<file path="src/rtl/iccm_read_arbiter.sv">
// Round-robin arbiter sharing the single ICCM AXI read port between instruction fetch (s0)
// and the data/debug load path (s1); one transaction in flight, R channel steered to the winner.
module iccm_read_arbiter #(
  parameter int ADDR_W = 32,
  parameter int DATA_W = 32,
  parameter int ID_W   = 4
) (
  input  logic              s_aclk,
  input  logic              s_areset,
  input  logic [ADDR_W-1:0] s0_axi_araddr,
  input  logic [1:0]        s0_axi_arburst,
  input  logic [ID_W-1:0]   s0_axi_arid,
  input  logic [7:0]        s0_axi_arlen,
  input  logic [2:0]        s0_axi_arsize,
  input  logic              s0_axi_arvalid,
  output logic              s0_axi_arready,
  output logic [DATA_W-1:0] s0_axi_rdata,
  output logic [ID_W-1:0]   s0_axi_rid,
  output logic [1:0]        s0_axi_rresp,
  output logic              s0_axi_rlast,
  output logic              s0_axi_rvalid,
  input  logic              s0_axi_rready,
  input  logic [ADDR_W-1:0] s1_axi_araddr,
  input  logic [1:0]        s1_axi_arburst,
  input  logic [ID_W-1:0]   s1_axi_arid,
  input  logic [7:0]        s1_axi_arlen,
  input  logic [2:0]        s1_axi_arsize,
  input  logic              s1_axi_arvalid,
  output logic              s1_axi_arready,
  output logic [DATA_W-1:0] s1_axi_rdata,
  output logic [ID_W-1:0]   s1_axi_rid,
  output logic [1:0]        s1_axi_rresp,
  output logic              s1_axi_rlast,
  output logic              s1_axi_rvalid,
  input  logic              s1_axi_rready,
  output logic [ADDR_W-1:0] m_axi_araddr,
  output logic [1:0]        m_axi_arburst,
  output logic [ID_W-1:0]   m_axi_arid,
  output logic [7:0]        m_axi_arlen,
  output logic [2:0]        m_axi_arsize,
  output logic              m_axi_arvalid,
  input  logic              m_axi_arready,
  input  logic [DATA_W-1:0] m_axi_rdata,
  input  logic [ID_W-1:0]   m_axi_rid,
  input  logic [1:0]        m_axi_rresp,
  input  logic              m_axi_rlast,
  input  logic              m_axi_rvalid,
  output logic              m_axi_rready,
  output logic              grant,
  output logic              busy,
  output logic              len_err
);

  typedef enum logic [1:0] {IDLE, ADDR, DATA} state_t;

  state_t     state, state_nxt;
  logic       last_grant;
  logic [7:0] beat_cnt;
  logic       any_req;
  logic       pick;
  logic       ar_hs;
  logic       r_hs;
  logic [7:0] sel_arlen;

  assign any_req   = s0_axi_arvalid | s1_axi_arvalid;
  // On contention the requester that did not win the previous transaction goes next.
  assign pick      = (s0_axi_arvalid & s1_axi_arvalid) ? ~last_grant : s1_axi_arvalid;
  assign sel_arlen = grant ? s1_axi_arlen : s0_axi_arlen;
  assign ar_hs     = m_axi_arvalid & m_axi_arready;
  assign r_hs      = m_axi_rvalid & m_axi_rready;
  assign busy      = (state != IDLE);

  // NOTE: sequential state uses non-blocking assignments so every register samples pre-edge values.
  always_ff @(posedge s_aclk or posedge s_areset) begin
    if (s_areset) begin
      state      <= IDLE;
      grant      <= 1'b0;
      last_grant <= 1'b1;
      beat_cnt   <= 8'd0;
    end else begin
      state <= state_nxt;
      if (state == IDLE && any_req) grant <= pick;
      if (ar_hs) beat_cnt <= sel_arlen;
      else if (r_hs && !m_axi_rlast) beat_cnt <= beat_cnt - 8'd1;
      if (r_hs && m_axi_rlast) last_grant <= grant;
    end
  end

  always_comb begin
    state_nxt = state;
    unique case (state)
      IDLE:    if (any_req) state_nxt = ADDR;
      ADDR:    if (ar_hs) state_nxt = DATA;
      DATA:    if (r_hs && m_axi_rlast) state_nxt = IDLE;
      default: state_nxt = IDLE;
    endcase
  end

  // NOTE: every output gets a default before the case so no path leaves one unassigned (no latches).
  always_comb begin
    m_axi_araddr   = '0;
    m_axi_arburst  = '0;
    m_axi_arid     = '0;
    m_axi_arlen    = '0;
    m_axi_arsize   = '0;
    m_axi_arvalid  = 1'b0;
    m_axi_rready   = 1'b0;
    s0_axi_arready = 1'b0;
    s1_axi_arready = 1'b0;
    s0_axi_rvalid  = 1'b0;
    s1_axi_rvalid  = 1'b0;
    s0_axi_rdata   = '0;
    s0_axi_rid     = '0;
    s0_axi_rresp   = '0;
    s0_axi_rlast   = 1'b0;
    s1_axi_rdata   = '0;
    s1_axi_rid     = '0;
    s1_axi_rresp   = '0;
    s1_axi_rlast   = 1'b0;
    len_err        = 1'b0;
    unique case (state)
      ADDR: begin
        m_axi_arvalid  = 1'b1;
        m_axi_araddr   = grant ? s1_axi_araddr  : s0_axi_araddr;
        m_axi_arburst  = grant ? s1_axi_arburst : s0_axi_arburst;
        m_axi_arid     = grant ? s1_axi_arid    : s0_axi_arid;
        m_axi_arlen    = sel_arlen;
        m_axi_arsize   = grant ? s1_axi_arsize  : s0_axi_arsize;
        s0_axi_arready = ~grant & m_axi_arready;
        s1_axi_arready =  grant & m_axi_arready;
      end
      DATA: begin
        m_axi_rready  = grant ? s1_axi_rready : s0_axi_rready;
        s0_axi_rvalid = ~grant & m_axi_rvalid;
        s1_axi_rvalid =  grant & m_axi_rvalid;
        s0_axi_rdata  = m_axi_rdata;
        s0_axi_rid    = m_axi_rid;
        s0_axi_rresp  = m_axi_rresp;
        s0_axi_rlast  = m_axi_rlast;
        s1_axi_rdata  = m_axi_rdata;
        s1_axi_rid    = m_axi_rid;
        s1_axi_rresp  = m_axi_rresp;
        s1_axi_rlast  = m_axi_rlast;
        len_err       = r_hs & (m_axi_rlast ? (beat_cnt != 8'd0) : (beat_cnt == 8'd0));
      end
      default: ;
    endcase
  end

endmodule

</file>
<file path="config.mk">
export PLATFORM = sky130hd
export DESIGN_NAME = iccm_read_arbiter
export DESIGN_NICKNAME = d
export VERILOG_FILES = /design/src/rtl/iccm_read_arbiter.sv
export SDC_FILE = /design/constraint.sdc
export NUM_CORES = 1
export LEC_CHECK = 0
export BUFFER_PORTS_ARGS = -buffer_cell sky130_fd_sc_hd__buf_2
export CAP_MARGIN = 15
export CELL_PAD_IN_SITES_DETAIL_PLACEMENT = 0
export CELL_PAD_IN_SITES_GLOBAL_PLACEMENT = 1
export CORE_ASPECT_RATIO = 1.25
export CORE_UTILIZATION = 17
export DETAILED_ROUTE_END_ITERATION = 7
export PLACE_DENSITY_LB_ADDON = 0.3
export SLEW_MARGIN = 20
export SYNTH_ARGS = -nofsm -noshare
export SYNTH_HDL_FRONTEND = slang
export SYNTH_SLANG_ARGS = --single-unit
</file>
<file path="constraint.sdc">
create_clock -name s_aclk -period 1.6 [get_ports s_aclk]
set_input_delay 0.08 -clock s_aclk [delete_from_list [all_inputs] [get_ports s_aclk]]
set_output_delay 0.08 -clock s_aclk [all_outputs]
set_load 0.01 [all_outputs]
</file>
After elaboration in Yosys (flattened, before gate mapping)

Index checks and enable logic that the tools add are counted.
W data, S select, Z words.

Memory bits (read-only): 0
Bits in writable memories: 0
Memories kept: 0
Input port bits: 145
Output and inout port bits: 136
Latch bits: 0
Register bits: 12

Bitwise logic cells: 11
$add $sub $neg: 1
Reduce and logical (&&, ||, !) cells: 10
Multiply operators: 0
Equality and inequality tests: 5
Shift-type cells: 0
Muxes and demuxes: 30
Magnitude comparators: 0
Divide/modulo/power cells: 0

Operators with widths:

| operator              | count |
|---|---|
| $mux W32              | 3 |
| $mux W8               | 4 |
| $mux W2               | 6 |
| $mux W4               | 3 |
| $mux W1               | 11 |
| $and A1 B1 Y1         | 8 |
| $logic_not A8 Y1      | 1 |
| $reduce_bool A8 Y1    | 1 |
| $sub A8 B1 Y8 const B | 1 |
| $mux W3               | 2 |
| $ne A2 B2 Y1 const B  | 3 |
| $pmux W2 S3           | 1 |
| $reduce_bool A2 Y1    | 2 |
| $logic_and A1 B1 Y1   | 3 |
| $reduce_and A3 Y1     | 1 |
| $eq A2 B1 Y1 const B  | 1 |
| $eq A2 B2 Y1 const B  | 1 |
| $logic_not A2 Y1      | 1 |
| $not A1 Y1            | 2 |
| $logic_not A1 Y1      | 1 |
| $or A1 B1 Y1          | 1 |

Logic depth before layout (Yosys ltp)

Word-level depth: 6
Mapped depth: 6
Mapped depth without buffers: 6

Least setup slack after synthesis

OpenSTA, ideal clock, no wires.

Kind: register to register
Start point: register beat_cnt[0]
End point: register beat_cnt[6]
Buffers on the path: 0
Data arrival time: 1.545 ns
Library setup time: 0.138 ns
Setup slack: -0.084 ns
Cell stages (with the launch flop): 7
Data required time: 1.462 ns
Clock period less this slack: 1.684 ns
Cell sequence: dfrtp_1 -> inv_1 -> ha_1 -> or4b_4 -> nor4b_4 -> xnor2_1 -> mux2i_1

Longest elaborated chain between the ends: 3

Ends and longest elaborated chain:

| element                  | RTL line | source |
|---|---|---|
| start: declaration       | 58       | `logic [7:0] beat_cnt;` |
| start signal: assignment | 83       | `if (ar_hs) beat_cnt <= sel_arlen;` |
| start signal: assignment | 84       | `else if (r_hs && !m_axi_rlast) beat_cnt <= beat_cnt - 8'd1;` |
| $sub A8 B1 Y8            | 84       |  |
| $mux W8                  | 84       |  |
| $mux W8                  | 83       |  |

Every way passes these cells. The select of a mux whose other input is x is not followed.
A chain may end at the register's enable or synchronous reset.

Worst setup path in the final report

Same ends and word-level chain as after synthesis.

==> flow_metrics.py <==
metrics = {
    "synth": {
        "synth_warnings": 0,
        "synth_cell_types": 33,
        "syn-cell-area_sq_um": 2050,
        "synth-seq-cells": 12,
        "syn_nets": 415,
        "netlist_instances": 268,
        "ys_seq_area_share_pct": 14.7,
        "synth_top_area_cell": "mux2i_1",
        "synth.area.top_cells": "mux2i_1 (28%), buf_4 (14%), dfrtp_1 (13%), and2_1 (12%), nor2_1 (10%)",
        "syn_area_per_cell_sq_um": 7.65,
        "yosysTopAreaCellShare_pct": 28.3,
    },
    "critical_path": {
        "rrSetupSlack_ns": -0.06,
        "crit_slowest_cell": "or4b_4",
        "worst_path_largest_cell_delay_ns": 0.46,
        "path_class": "flip-flop to flip-flop",
        "cp_cell_sequence": "inv_2 -> ha_4 -> or4b_4 -> nor4b_4 -> xnor2_1 -> mux2i_1",
        "r2r_cells": 6,
        "r2r_start": "beat_cnt[0]$_DFFE_PP0P_",
        "cp.required_ns": 1.72,
        "cp_max_fo": 3,
        "end_kind": "flip-flop",
        "startpoint_type": "flip-flop",
        "arrival_ns": 1.78,
        "r2r-end": "beat_cnt[6]$_DFFE_PP0P_",
    },
    "sta": {
        "hold_viol_final": 0,
        "fin_skew_ns": 0.00170,
        "finalSetupViolations": 57,
        "rsz0062_at_grt": "true",
        "relSlewSlack_pct": 66.8,
        "worst_pin_slew_ns": 0.498,
        "tns_ns": -0.837,
        "period_share_pct": 104,
        "min_period_ns": 1.66,
        "slew_viol_final": 0,
        "hold_ws_ns": 0.0346,
        "worst_slack_ns": -0.0629,
        "fmax_ghz": 0.601,
    },
    "status": {
        "outcome": "complete, but fails checks",
        "violations": "setup timing",
    },
    "route": {
        "num_vias": 2817,
        "ant_nets": 0,
        "drtIter0Drc": 60,
        "first_pass_iters": 4,
        "wl_per_cell_um": 16.5,
        "wl_um": 11300,
        "post-route-drc-count": 0,
        "viasPerCell": 4.11,
    },
    "grt": {
        "grt_max_degree": 50,
        "grt_use_total_pct": 14.9,
        "grt_pass1_vias": 2656,
        "overflow": 0,
        "antenna_found_initial": 3,
        "grt_pass1_wl_um": 14300,
    },
    "power": {
        "finalPower_uw": 6580,
        "p_leak_uw": 0.00250,
        "pwr_density_cell_nw_per_um2": 1550,
        "peakVddDrop_uv": 767,
    },
    "placed_design": {
        "place_hpwl_um": 8410,
        "dp_worst_setup_slack_ns": -0.0906,
        "portBuffers": 280,
        "gpl.final_weighted_congestion": 0.760,
    },
    "finish": {
        "drive_above_1_share_pct": 71.6,
        "fin_nets": 672,
        "fillCellCount": 1241,
        "finish.utilization_pct": 36.5,
        "area_delta_synth_final_pct": 108,
    },
    "floorplanning": {
        "die_h_um": 125,
        "num_io_pins": 281,
        "rows": 44,
        "initial_utilization_pct": 17.6,
        "coreArea_sq_um": 11700,
        "die_x_um": 100,
        "fp.dieArea_sq_um": 12500,
    },
    "job": {
        "max_cap_viol_count": 0,
    },
    "clock_network": {
        "cts_buffers": 3,
        "clk_path_buf_depth": 2,
        "root_buffer": "clkbuf_16",
        "insertion_delay_ns": 0.24,
        "clock_sinks": 12,
        "clk_pin_slew_ns": 0.04,
        "cts.htree.levels": 1,
        "cts_tree": "done",
    },
    "min_path": {
        "holdCritPathClass": "input port to flip-flop",
        "whs_path_depth": 2,
        "hold_end": "grant$_DFFE_PP0P_",
        "worstHoldStart": "s0_axi_arvalid",
    },
}
registers in the layout (all words and copies together) (netlist names):
register	flops
grant	1
state	2
beat_cnt	8
last_grant	1
cell families after synthesis:
logic type | after synthesis | share of synthesized area, %
flops | 12 | 14.7
fa+ha+maj | 2 | 1.22
simple gates | 120 | 31.2
compound gates | 4 | 1.16
xor+xnor | 8 | 3.42
mux | 60 | 29.4
buf+inv | 62 | 18.9
cell type report:
cell class | count | area [sq um] | area share [%]
flip-flops and latches | 12 | 303 | 7.11
repair buffers | 309 | 2080 | 48.9
well taps | 161 | 201 | 4.73
diodes | 1 | 2.50 | 0.0588
inverters | 5 | 18.8 | 0.441
multi-input cells | 194 | 1560 | 36.7
clock buffers | 4 | 88.8 | 2.09
placed cells by master, fill, tap and decap left out, types with 2 or more instances in the layout:
| cell type | instances |
|---|---|
| clkbuf_16 | 10 |
| buf_2 | 237 |
| mux2i_1 | 55 |
| dfrtp_1 | 10 |
| xor2_1 | 3 |
| buf_12 | 2 |
| nor4b_1 | 2 |
| buf_4 | 17 |
| buf_6 | 42 |
| inv_2 | 3 |
| mux2i_2 | 3 |
| buf_16 | 2 |
| nor3_1 | 4 |
| inv_1 | 2 |
| nand4b_1 | 2 |
| nor2_2 | 19 |
| nor4_4 | 2 |
| nor2_4 | 2 |
| xnor2_1 | 5 |
| and2_4 | 26 |
| and2_1 | 13 |
| mux2_1 | 2 |
| nand2_1 | 4 |
| and3_1 | 2 |
| nor2_1 | 34 |
report_power, final:
| group | internal, uW | switching, uW | total (uW) |
|---|---|---|---|
| sequential | 472 | 182 | 654 |
| combinational | 2790 | 2620 | 5410 |
| clock | 378 | 138 | 516 |
| total | 3640 | 2940 | 6580 |
synthesized netlist by cell type:
cell	count
o21ai_0	1
nand2b_1	2
nor4bb_1	1
nor3_1	4
mux2_1	2
nor2_1	55
inv_1	4
and2_1	39
a21oi_1	1
a211oi_1	1
clkbuf_1	10
nand2_1	4
or3b_2	1
nand3_1	1
dfrtp_1	11
nand4b_1	2
buf_2	6
a31oi_1	1
mux2i_1	58
nor4b_4	1
dfstp_2	1
inv_2	1
and3_1	2
nor4b_1	2
buf_4	39
xor2_1	3
nor2b_1	2
nor4_1	2
buf_1	2
nand3b_1	1
ha_1	2
xnor2_1	5
or4b_4	1
layer usage:
layer	part of all wire [%]	up-vias	GRT usage, %	wire length [um]
met3	11	11	5.11	1190
li1	-	1361	-	-
met1	34	1247	14.6	3780
met5	0.20	-	0	23
met4	0.77	4	2.81	87
met2	55	194	29.5	6200
worst max-delay path by stage:
stage                       startpoint                       to  slack, ns  cells past startpoint
6_report       beat_cnt[0]$_DFFE_PP0P_  beat_cnt[6]$_DFFE_PP0P_      -0.06                      6
5_1_grt        beat_cnt[3]$_DFFE_PP0P_                  len_err      -0.16                      5
4_1_cts        beat_cnt[0]$_DFFE_PP0P_  beat_cnt[6]$_DFFE_PP0P_      -0.06                      6
3_5_place_dp   beat_cnt[0]$_DFFE_PP0P_  beat_cnt[6]$_DFFE_PP0P_      -0.09                      6
3_3_place_gp   beat_cnt[0]$_DFFE_PP0P_  beat_cnt[4]$_DFFE_PP0P_      -0.06                      6
2_1_floorplan  beat_cnt[0]$_DFFE_PP0P_  beat_cnt[6]$_DFFE_PP0P_      -0.04                      6
worst max-delay path: cells and delay by family, from the launching register on:
family                     cells  cell delay, ns
xor gates and xnor gates       1            0.14
adders and majority gates      1            0.14
buffers and inverters          1            0.09
DFF                            1            0.38
muxes                          1            0.09
and+or+nand+nor                2            0.70
stage by stage:
step	std cells	area [sq um]
after global routing	685	4250
after CTS	675	3620
final	686	4260
after floorplan	268	2050
after global placement	669	3460
after detailed placement	669	3460
what timing repair did:
item                       4_1_cts  5_1_grt
setup endpoints to repair        8       39
pin swaps                        1       25
hold buffers                     1        0
resized for setup                8      108
hold endpoints to repair        11        0
cloned                           1        8
setup buffers                    0        2
Note: power is estimated with default switching activity, not from simulation.
